### config.mk
export PLATFORM = sky130hd
export DESIGN_NAME = mult_div_unit_flat
export DESIGN_NICKNAME = d
export VERILOG_FILES = /design/src/rtl/mult_div_pkg.sv /design/src/rtl/mult_div_if.sv /design/src/rtl/md_sign_fix.sv /design/src/rtl/mult_div_unit.sv /design/src/flat_wrapper.sv
export SDC_FILE = /design/constraint.sdc
export NUM_CORES = 1
export LEC_CHECK = 0
export CORE_MARGIN = 2
export CORE_UTILIZATION = 30
export DETAILED_ROUTE_END_ITERATION = 10
export GPL_TIMING_DRIVEN = 0
export PLACE_DENSITY_LB_ADDON = 0.2
export SLEW_MARGIN = 20
export SYNTH_ARGS = -nofsm -noshare
export SYNTH_HDL_FRONTEND = slang
export SYNTH_HIERARCHICAL = 1
export SYNTH_SLANG_ARGS = --single-unit
### constraint.sdc
create_clock -name clk -period 3.3 [get_ports clk]
set_input_delay 0.825 -clock clk [delete_from_list [all_inputs] [get_ports clk]]
set_output_delay 0.825 -clock clk [all_outputs]
set_load 0.02 [all_outputs]
### src/rtl/mult_div_pkg.sv
// Shared definitions for the iterative multiply/divide unit: opcodes,
// FSM state encoding, default operand width and opcode decode helpers.
package mult_div_pkg;

  localparam int DEF_WIDTH = 32;

  localparam logic [1:0] OP_MULT  = 2'b00;
  localparam logic [1:0] OP_MULTU = 2'b01;
  localparam logic [1:0] OP_DIV   = 2'b10;
  localparam logic [1:0] OP_DIVU  = 2'b11;

  typedef enum logic [1:0] {
    S_IDLE = 2'd0,
    S_RUN  = 2'd1,
    S_FIX  = 2'd2
  } state_t;

  function automatic logic is_signed_op(input logic [1:0] op);
    return (op == OP_MULT) || (op == OP_DIV);
  endfunction

  function automatic logic is_div_op(input logic [1:0] op);
    return (op == OP_DIV) || (op == OP_DIVU);
  endfunction

endpackage

### src/rtl/mult_div_if.sv
// Operand / control / result bundle between the execute stage and the
// multiply/divide unit. The master side issues operations, the slave is the unit.
interface mult_div_if #(
  parameter int WIDTH = 32
);
  logic             Start;
  logic [1:0]       MDOperation;
  logic [WIDTH-1:0] A;
  logic [WIDTH-1:0] B;
  logic             MTHI;
  logic             MTLO;
  logic             Busy;
  logic             Done;
  logic             DivByZero;
  logic [WIDTH-1:0] HI;
  logic [WIDTH-1:0] LO;

  modport master (
    output Start, MDOperation, A, B, MTHI, MTLO,
    input  Busy, Done, DivByZero, HI, LO
  );

  modport slave (
    input  Start, MDOperation, A, B, MTHI, MTLO,
    output Busy, Done, DivByZero, HI, LO
  );
endinterface

### src/rtl/md_sign_fix.sv
// Conditional two's-complement negate. Used both to take operand magnitudes
// and to restore the sign of products, quotients and remainders.
module md_sign_fix #(
  parameter int W = 32
) (
  input  logic [W-1:0] din,
  input  logic         neg,
  output logic [W-1:0] dout
);

  assign dout = neg ? -din : din;

endmodule

### src/rtl/mult_div_unit.sv
// Iterative 32-cycle multiply/divide unit. Operands are reduced to magnitudes
// at launch, processed by shift-add multiply or restoring divide, and the
// sign is restored in a single fix-up cycle before HI/LO are written.
module mult_div_unit
  import mult_div_pkg::*;
#(
  parameter int WIDTH = DEF_WIDTH,
  parameter int CNT_W = 5
) (
  input  logic        clk,
  input  logic        reset,
  mult_div_if.slave   md
);

  localparam int AW = 2*WIDTH + 1;
  localparam logic [CNT_W-1:0] CNT_ONE  = {{(CNT_W-1){1'b0}}, 1'b1};
  localparam logic [CNT_W-1:0] CNT_LAST = '1;

  state_t           state, state_nx;
  logic [CNT_W-1:0] cnt;
  logic             start_go;

  logic [1:0]       op_q;
  logic             neg_res, neg_rem, dz_q;
  logic [WIDTH-1:0] a_raw;
  logic [WIDTH-1:0] opnd;
  logic [AW-1:0]    acc;

  logic             busy_q, done_q, dbz_q;
  logic [WIDTH-1:0] hi_q, lo_q;

  logic             sgn;
  logic [WIDTH-1:0] abs_a, abs_b;

  logic [WIDTH:0]   mul_sum;
  logic [AW-1:0]    mul_nx;
  logic [WIDTH:0]   trial_top;
  logic [WIDTH-1:0] rem_sub;
  logic             q_bit;
  logic [AW-1:0]    div_nx;

  logic [2*WIDTH-1:0] prod_fix;
  logic [WIDTH-1:0]   quot_fix, rem_fix;
  logic [WIDTH-1:0]   res_hi, res_lo;

  assign start_go = (state == S_IDLE) && md.Start;
  assign sgn      = is_signed_op(md.MDOperation);

  md_sign_fix #(.W(WIDTH)) u_abs_a (
    .din (md.A),
    .neg (sgn & md.A[WIDTH-1]),
    .dout(abs_a)
  );

  md_sign_fix #(.W(WIDTH)) u_abs_b (
    .din (md.B),
    .neg (sgn & md.B[WIDTH-1]),
    .dout(abs_b)
  );

  md_sign_fix #(.W(2*WIDTH)) u_fix_prod (
    .din (acc[2*WIDTH-1:0]),
    .neg (neg_res),
    .dout(prod_fix)
  );

  md_sign_fix #(.W(WIDTH)) u_fix_quot (
    .din (acc[WIDTH-1:0]),
    .neg (neg_res),
    .dout(quot_fix)
  );

  md_sign_fix #(.W(WIDTH)) u_fix_rem (
    .din (acc[2*WIDTH-1:WIDTH]),
    .neg (neg_rem),
    .dout(rem_fix)
  );

  // One iteration of each algorithm; the FSM selects which result is kept.
  always_comb begin
    mul_sum   = acc[AW-1:WIDTH] + (acc[0] ? {1'b0, opnd} : '0);
    mul_nx    = {1'b0, mul_sum, acc[WIDTH-1:1]};
    trial_top = acc[2*WIDTH-1:WIDTH-1];
    q_bit     = (trial_top >= {1'b0, opnd});
    rem_sub   = acc[2*WIDTH-2:WIDTH-1] - opnd;
    div_nx    = {1'b0, (q_bit ? rem_sub : acc[2*WIDTH-2:WIDTH-1]),
                 acc[WIDTH-2:0], q_bit};
  end

  // Final HI/LO values chosen at the fix-up cycle, including divide-by-zero.
  always_comb begin
    res_hi = prod_fix[2*WIDTH-1:WIDTH];
    res_lo = prod_fix[WIDTH-1:0];
    if (is_div_op(op_q)) begin
      if (dz_q) begin
        res_hi = a_raw;
        res_lo = '1;
      end else begin
        res_hi = rem_fix;
        res_lo = quot_fix;
      end
    end
  end

  // State register.
  always_ff @(posedge clk or posedge reset) begin
    if (reset) state <= S_IDLE;
    else       state <= state_nx;
  end

  // Next-state logic: launch, 32 iterations, one sign fix-up cycle.
  always_comb begin
    state_nx = state;
    case (state)
      S_IDLE:  if (md.Start) state_nx = S_RUN;
      S_RUN:   if (cnt == CNT_LAST) state_nx = S_FIX;
      S_FIX:   state_nx = S_IDLE;
      default: state_nx = S_IDLE;
    endcase
  end

  // Iteration counter and registered status outputs.
  always_ff @(posedge clk or posedge reset) begin
    if (reset) begin
      cnt    <= '0;
      busy_q <= 1'b0;
      done_q <= 1'b0;
      dbz_q  <= 1'b0;
    end else begin
      busy_q <= (state_nx != S_IDLE);
      done_q <= (state == S_FIX);
      dbz_q  <= (state == S_FIX) && dz_q;
      if (start_go)            cnt <= '0;
      else if (state == S_RUN) cnt <= cnt + CNT_ONE;
    end
  end

  // Operand capture at launch and accumulator update while running.
  always_ff @(posedge clk) begin
    if (start_go) begin
      op_q    <= md.MDOperation;
      neg_res <= sgn & (md.A[WIDTH-1] ^ md.B[WIDTH-1]);
      neg_rem <= sgn & md.A[WIDTH-1];
      dz_q    <= is_div_op(md.MDOperation) && (md.B == '0);
      a_raw   <= md.A;
      if (is_div_op(md.MDOperation)) begin
        opnd <= abs_b;
        acc  <= {{(WIDTH+1){1'b0}}, abs_a};
      end else begin
        opnd <= abs_a;
        acc  <= {{(WIDTH+1){1'b0}}, abs_b};
      end
    end else if (state == S_RUN) begin
      acc <= is_div_op(op_q) ? div_nx : mul_nx;
    end
  end

  // HI/LO: written by a completed operation or by MTHI/MTLO when idle.
  always_ff @(posedge clk or posedge reset) begin
    if (reset) begin
      hi_q <= '0;
      lo_q <= '0;
    end else if (state == S_FIX) begin
      hi_q <= res_hi;
      lo_q <= res_lo;
    end else if ((state == S_IDLE) && !md.Start) begin
      if (md.MTHI) hi_q <= md.A;
      if (md.MTLO) lo_q <= md.A;
    end
  end

  assign md.Busy      = busy_q;
  assign md.Done      = done_q;
  assign md.DivByZero = dbz_q;
  assign md.HI        = hi_q;
  assign md.LO        = lo_q;

endmodule

### src/flat_wrapper.sv
// flat-port wrapper written by rule: the top's interface ports become plain ports
module mult_div_unit_flat import mult_div_pkg::*;
#(
  parameter int WIDTH = DEF_WIDTH,
  parameter int CNT_W = 5
)
  (clk, reset, md_Start, md_MDOperation, md_A, md_B, md_MTHI, md_MTLO, md_Busy, md_Done, md_DivByZero, md_HI, md_LO);
  mult_div_if #(.WIDTH(WIDTH)) md_i ();
  input  logic clk;
  input  logic reset;
  input wire logic [$bits(md_i.Start)-1:0] md_Start;
  input wire logic [$bits(md_i.MDOperation)-1:0] md_MDOperation;
  input wire logic [$bits(md_i.A)-1:0] md_A;
  input wire logic [$bits(md_i.B)-1:0] md_B;
  input wire logic [$bits(md_i.MTHI)-1:0] md_MTHI;
  input wire logic [$bits(md_i.MTLO)-1:0] md_MTLO;
  output wire logic [$bits(md_i.Busy)-1:0] md_Busy;
  output wire logic [$bits(md_i.Done)-1:0] md_Done;
  output wire logic [$bits(md_i.DivByZero)-1:0] md_DivByZero;
  output wire logic [$bits(md_i.HI)-1:0] md_HI;
  output wire logic [$bits(md_i.LO)-1:0] md_LO;
  assign md_i.Start = md_Start;
  assign md_i.MDOperation = md_MDOperation;
  assign md_i.A = md_A;
  assign md_i.B = md_B;
  assign md_i.MTHI = md_MTHI;
  assign md_i.MTLO = md_MTLO;
  assign md_Busy = md_i.Busy;
  assign md_Done = md_i.Done;
  assign md_DivByZero = md_i.DivByZero;
  assign md_HI = md_i.HI;
  assign md_LO = md_i.LO;
  mult_div_unit #(.WIDTH(WIDTH), .CNT_W(CNT_W)) u_core (.clk(clk), .reset(reset), .md(md_i));
endmodule
==> run summary <==
Die Ht = 253 um
RD Place Congestion = 0.956
crit path DAT = 3880 ps
DR vias = 18,400
number of global-route vias before repair = 18,300
Max Clk Rate = 287 MHz
Leak Pwr = 0.00892 uW
Root Driver = clkbuf_16
final setup vio count = 10
Placed Cells incl. Taps = 3,065
layout cell share with drive strength beyond 1 = 16.8%
Post-synth EDFFs = 132
register area = 5820 um2
Critical Path Source Type = register
CTS tree = done
RSZ-0062 raised after global routing = true
hold slack final = 477 ps
DRT iter0 DRCs = 1,475
DR DRC count = 0
NumNets Final = 2,556
HP Start = u_core/md.LO[8]
top post-synthesis cells by count = xnor2_1, nand2_1, a21oi_1
Max-slew headroom = 30.8%
# port buffers = 137
total power = 21,500 uW
synthesis-stage register bit count = 206
most common cell in the synthesized netlist = xnor2_1
DIE AREA = 63,900 um2
Core ar. = 61,500 um2
DP HPWL = 60,500 um
Mapped Area = 18,600 um2
final worst path period need = 3480 ps
PwrDens = 905 nW/um2
required time worst endpoint = 3700 ps
area of the multi-input gates = 12,700 um2
number of hold violations in the final report = 0
Bufs on Longest Clock Path = 3
Cell Count, Final, Fillers Out = 3,225
Max VDD drop = 0.375 mV
worst hold path class = reg -> reg
Vias/cell = 5.71
Core Rows = 91
Antenna Nets Post-Route = 0
# hold bufs at CTS = 0
Mapped Cells = 2,135
final worst slack = -181 ps
Reg clk slew, reported paths = 60 ps
io pins = 138
WS Path Type = reg -> reg
DRT Wirelength = 80,700 um
total CTS buffers = 27
slowest stage delay, CP = 480 ps
Synth cell types = 84
first-pass GRT wire length = 117,000 um
Synth area leader = edfxtp_1
Total GRT Usage = 24.5%
CP max stage cell = o41a_1
clock latency on the worst-skew pair = 570 ps
GRT overflow = 0
Post-synth ARST share = 35.9%
syn_area_per_cell = 8.70 um2
synth top area cells = edfxtp_1, dfrtp_1, xnor2_1
MaxCap Viol Count = 0
Tcrit/Tclk final = 105%
H-Tree Depth = 1
Fin Setup TNS = -956 ps
Mapped Nets = 2,279
FF-to-FF Start = u_core/acc[0]
Top Family by Delay on Critical Path = compound AO/OA/AOI/OAI gates
Worst setup EP type = register
pin count of the biggest net entering global routing = 60
DR pass1 iterations = 5
Tightest Pin Transition = 1040 ps
Area Growth Syn to Fin = 28.2%
max-slew violations = 0
crit-path cells = clkbuf_8 -> and2_4 -> ha_4 -> fa_2 -> a211oi_2 -> o21a_1 -> or4_4 -> a21boi_4 -> o41a_1 -> a311oi_2 -> xnor2_1 -> nor2_1 -> a211oi_1
most used flip-flop cell after synthesis = edfxtp_1
width of the die = 253 um
Final Skew = 8.93 ps
initial core utilization = 30.2%
post-detailed-route wirelength per cell = 25.0 um
failing checks = setup timing
Sink Count = 206
fillers = 6,313
Critical path origin = u_core/acc[0]
antenna violations before repair = 0
Yosys top cell area share = 21.4%
Synth warnings = 6
crit path buf inv count = 1
status = complete, but fails checks
maximum fanout along the worst path = 3
post-synthesis sequential area ratio = 31.3%
worst paths after layout:
| kind | end | slack (ps) | cells past startpoint |
|---|---|---|---|
| max | u_core/acc[51] | -180 | 13 |
| min | u_core/md.LO[8] | 480 | 2 |
| max reg2reg | u_core/acc[51] | -180 | 13 |
| min reg2reg | u_core/md.LO[8] | 480 | 2 |
| max in group asynchronous | u_core/md.LO[13] | 2200 | 3 |
| min in group asynchronous | u_core/md.HI[28] | 540 | 2 |
registers in the layout, indices dropped and copies added, names as in the netlist:
signal	count
u_core/a_raw	32
u_core/acc	64
u_core/cnt	5
u_core/dz_q	1
u_core/md.Busy	1
u_core/md.DivByZero	1
u_core/md.Done	1
u_core/md.HI	32
u_core/md.LO	32
u_core/neg_rem	1
u_core/neg_res	1
u_core/op_q	1
u_core/opnd	32
u_core/state	2
stage by stage:
stage	util, %	setup slack, ps	area [um2]
finish	38.7	-181	23800
global route	38.7	-275	23800
CTS	37.4	-212	23000
detailed placement	34.2	-1640	21000
global placement	34.1	-1620	20900
floorplan	-	41.6	18600
layer usage:
layer | part of all wire [%] | global-route usage, % | vias up
li1 | - | - | 8525
met1 | 43 | 32.2 | 9107
met2 | 47 | 40.6 | 649
met3 | 6.6 | 4.01 | 131
met4 | 3.9 | 8.20 | 2
met5 | 0.15 | 1.39 | -
worst register-to-register path, stage by stage (launching register included):
cell and delay, ps:
edfxtp_1 460, clkbuf_8 190, and2_4 140, ha_4 160
fa_2 370, a211oi_2 280, o21a_1 220, or4_4 190
a21boi_4 70, o41a_1 480, a311oi_2 330, xnor2_1 160
nor2_1 60, a211oi_1 200
logic make-up after synthesis:
kind of cell / after synthesis / synth area share [%]
XOR/XNOR: 226 / 10.7
buffers and inverters: 207 / 4.71
flip-flops: 206 / 31.3
multiplexers: 106 / 5.96
AO/OA/AOI/OAI: 661 / 23.7
adder cells (fa/ha/maj): 73 / 5.00
AND/OR/NAND/NOR: 656 / 18.6
final cells by class:
| type | count | share of cell area [%] |
|---|---|---|
| repair buffers | 260 | 10.5 |
| well taps | 790 | 4.15 |
| clock inverters | 12 | 0.542 |
| multi-input cells | 1722 | 53.4 |
| clock buffers | 38 | 3.19 |
| plain buffers | 121 | 2.56 |
| flip-flops and latches | 206 | 24.4 |
| inverters | 74 | 1.19 |
| diodes | 2 | 0.0210 |
cell usage in the layout (no fill, tap or decap), drive strengths merged, types with 36 or more instances in the layout:
cell type,instances
and2,38
buf,147
clkbuf,135
xnor2,205
a211oi,81
dfrtp,74
mux2i,70
nor2,156
o31ai,60
a21oi,168
o41ai,56
clkdlybuf4s50,117
mux2,36
inv,75
o21ai,154
ha,71
edfxtp,132
nand2,179
nor2b,42
power breakdown:
part | switching (uW) | internal [uW] | leakage (uW)
clock network | 1260 | 1760 | 0.000431
logic | 7370 | 6150 | 0.00628
registers | 1090 | 3910 | 0.00221
total | 9720 | 11800 | 0.00892
timing repair:
action                                  CTS  global route
pin swaps                                43            44
buffers inserted                         80            40
resized for setup                       102           110
endpoints found under the setup margin  102           115
cloned                                    1             2
Note: power is estimated with default switching activity, not from simulation.
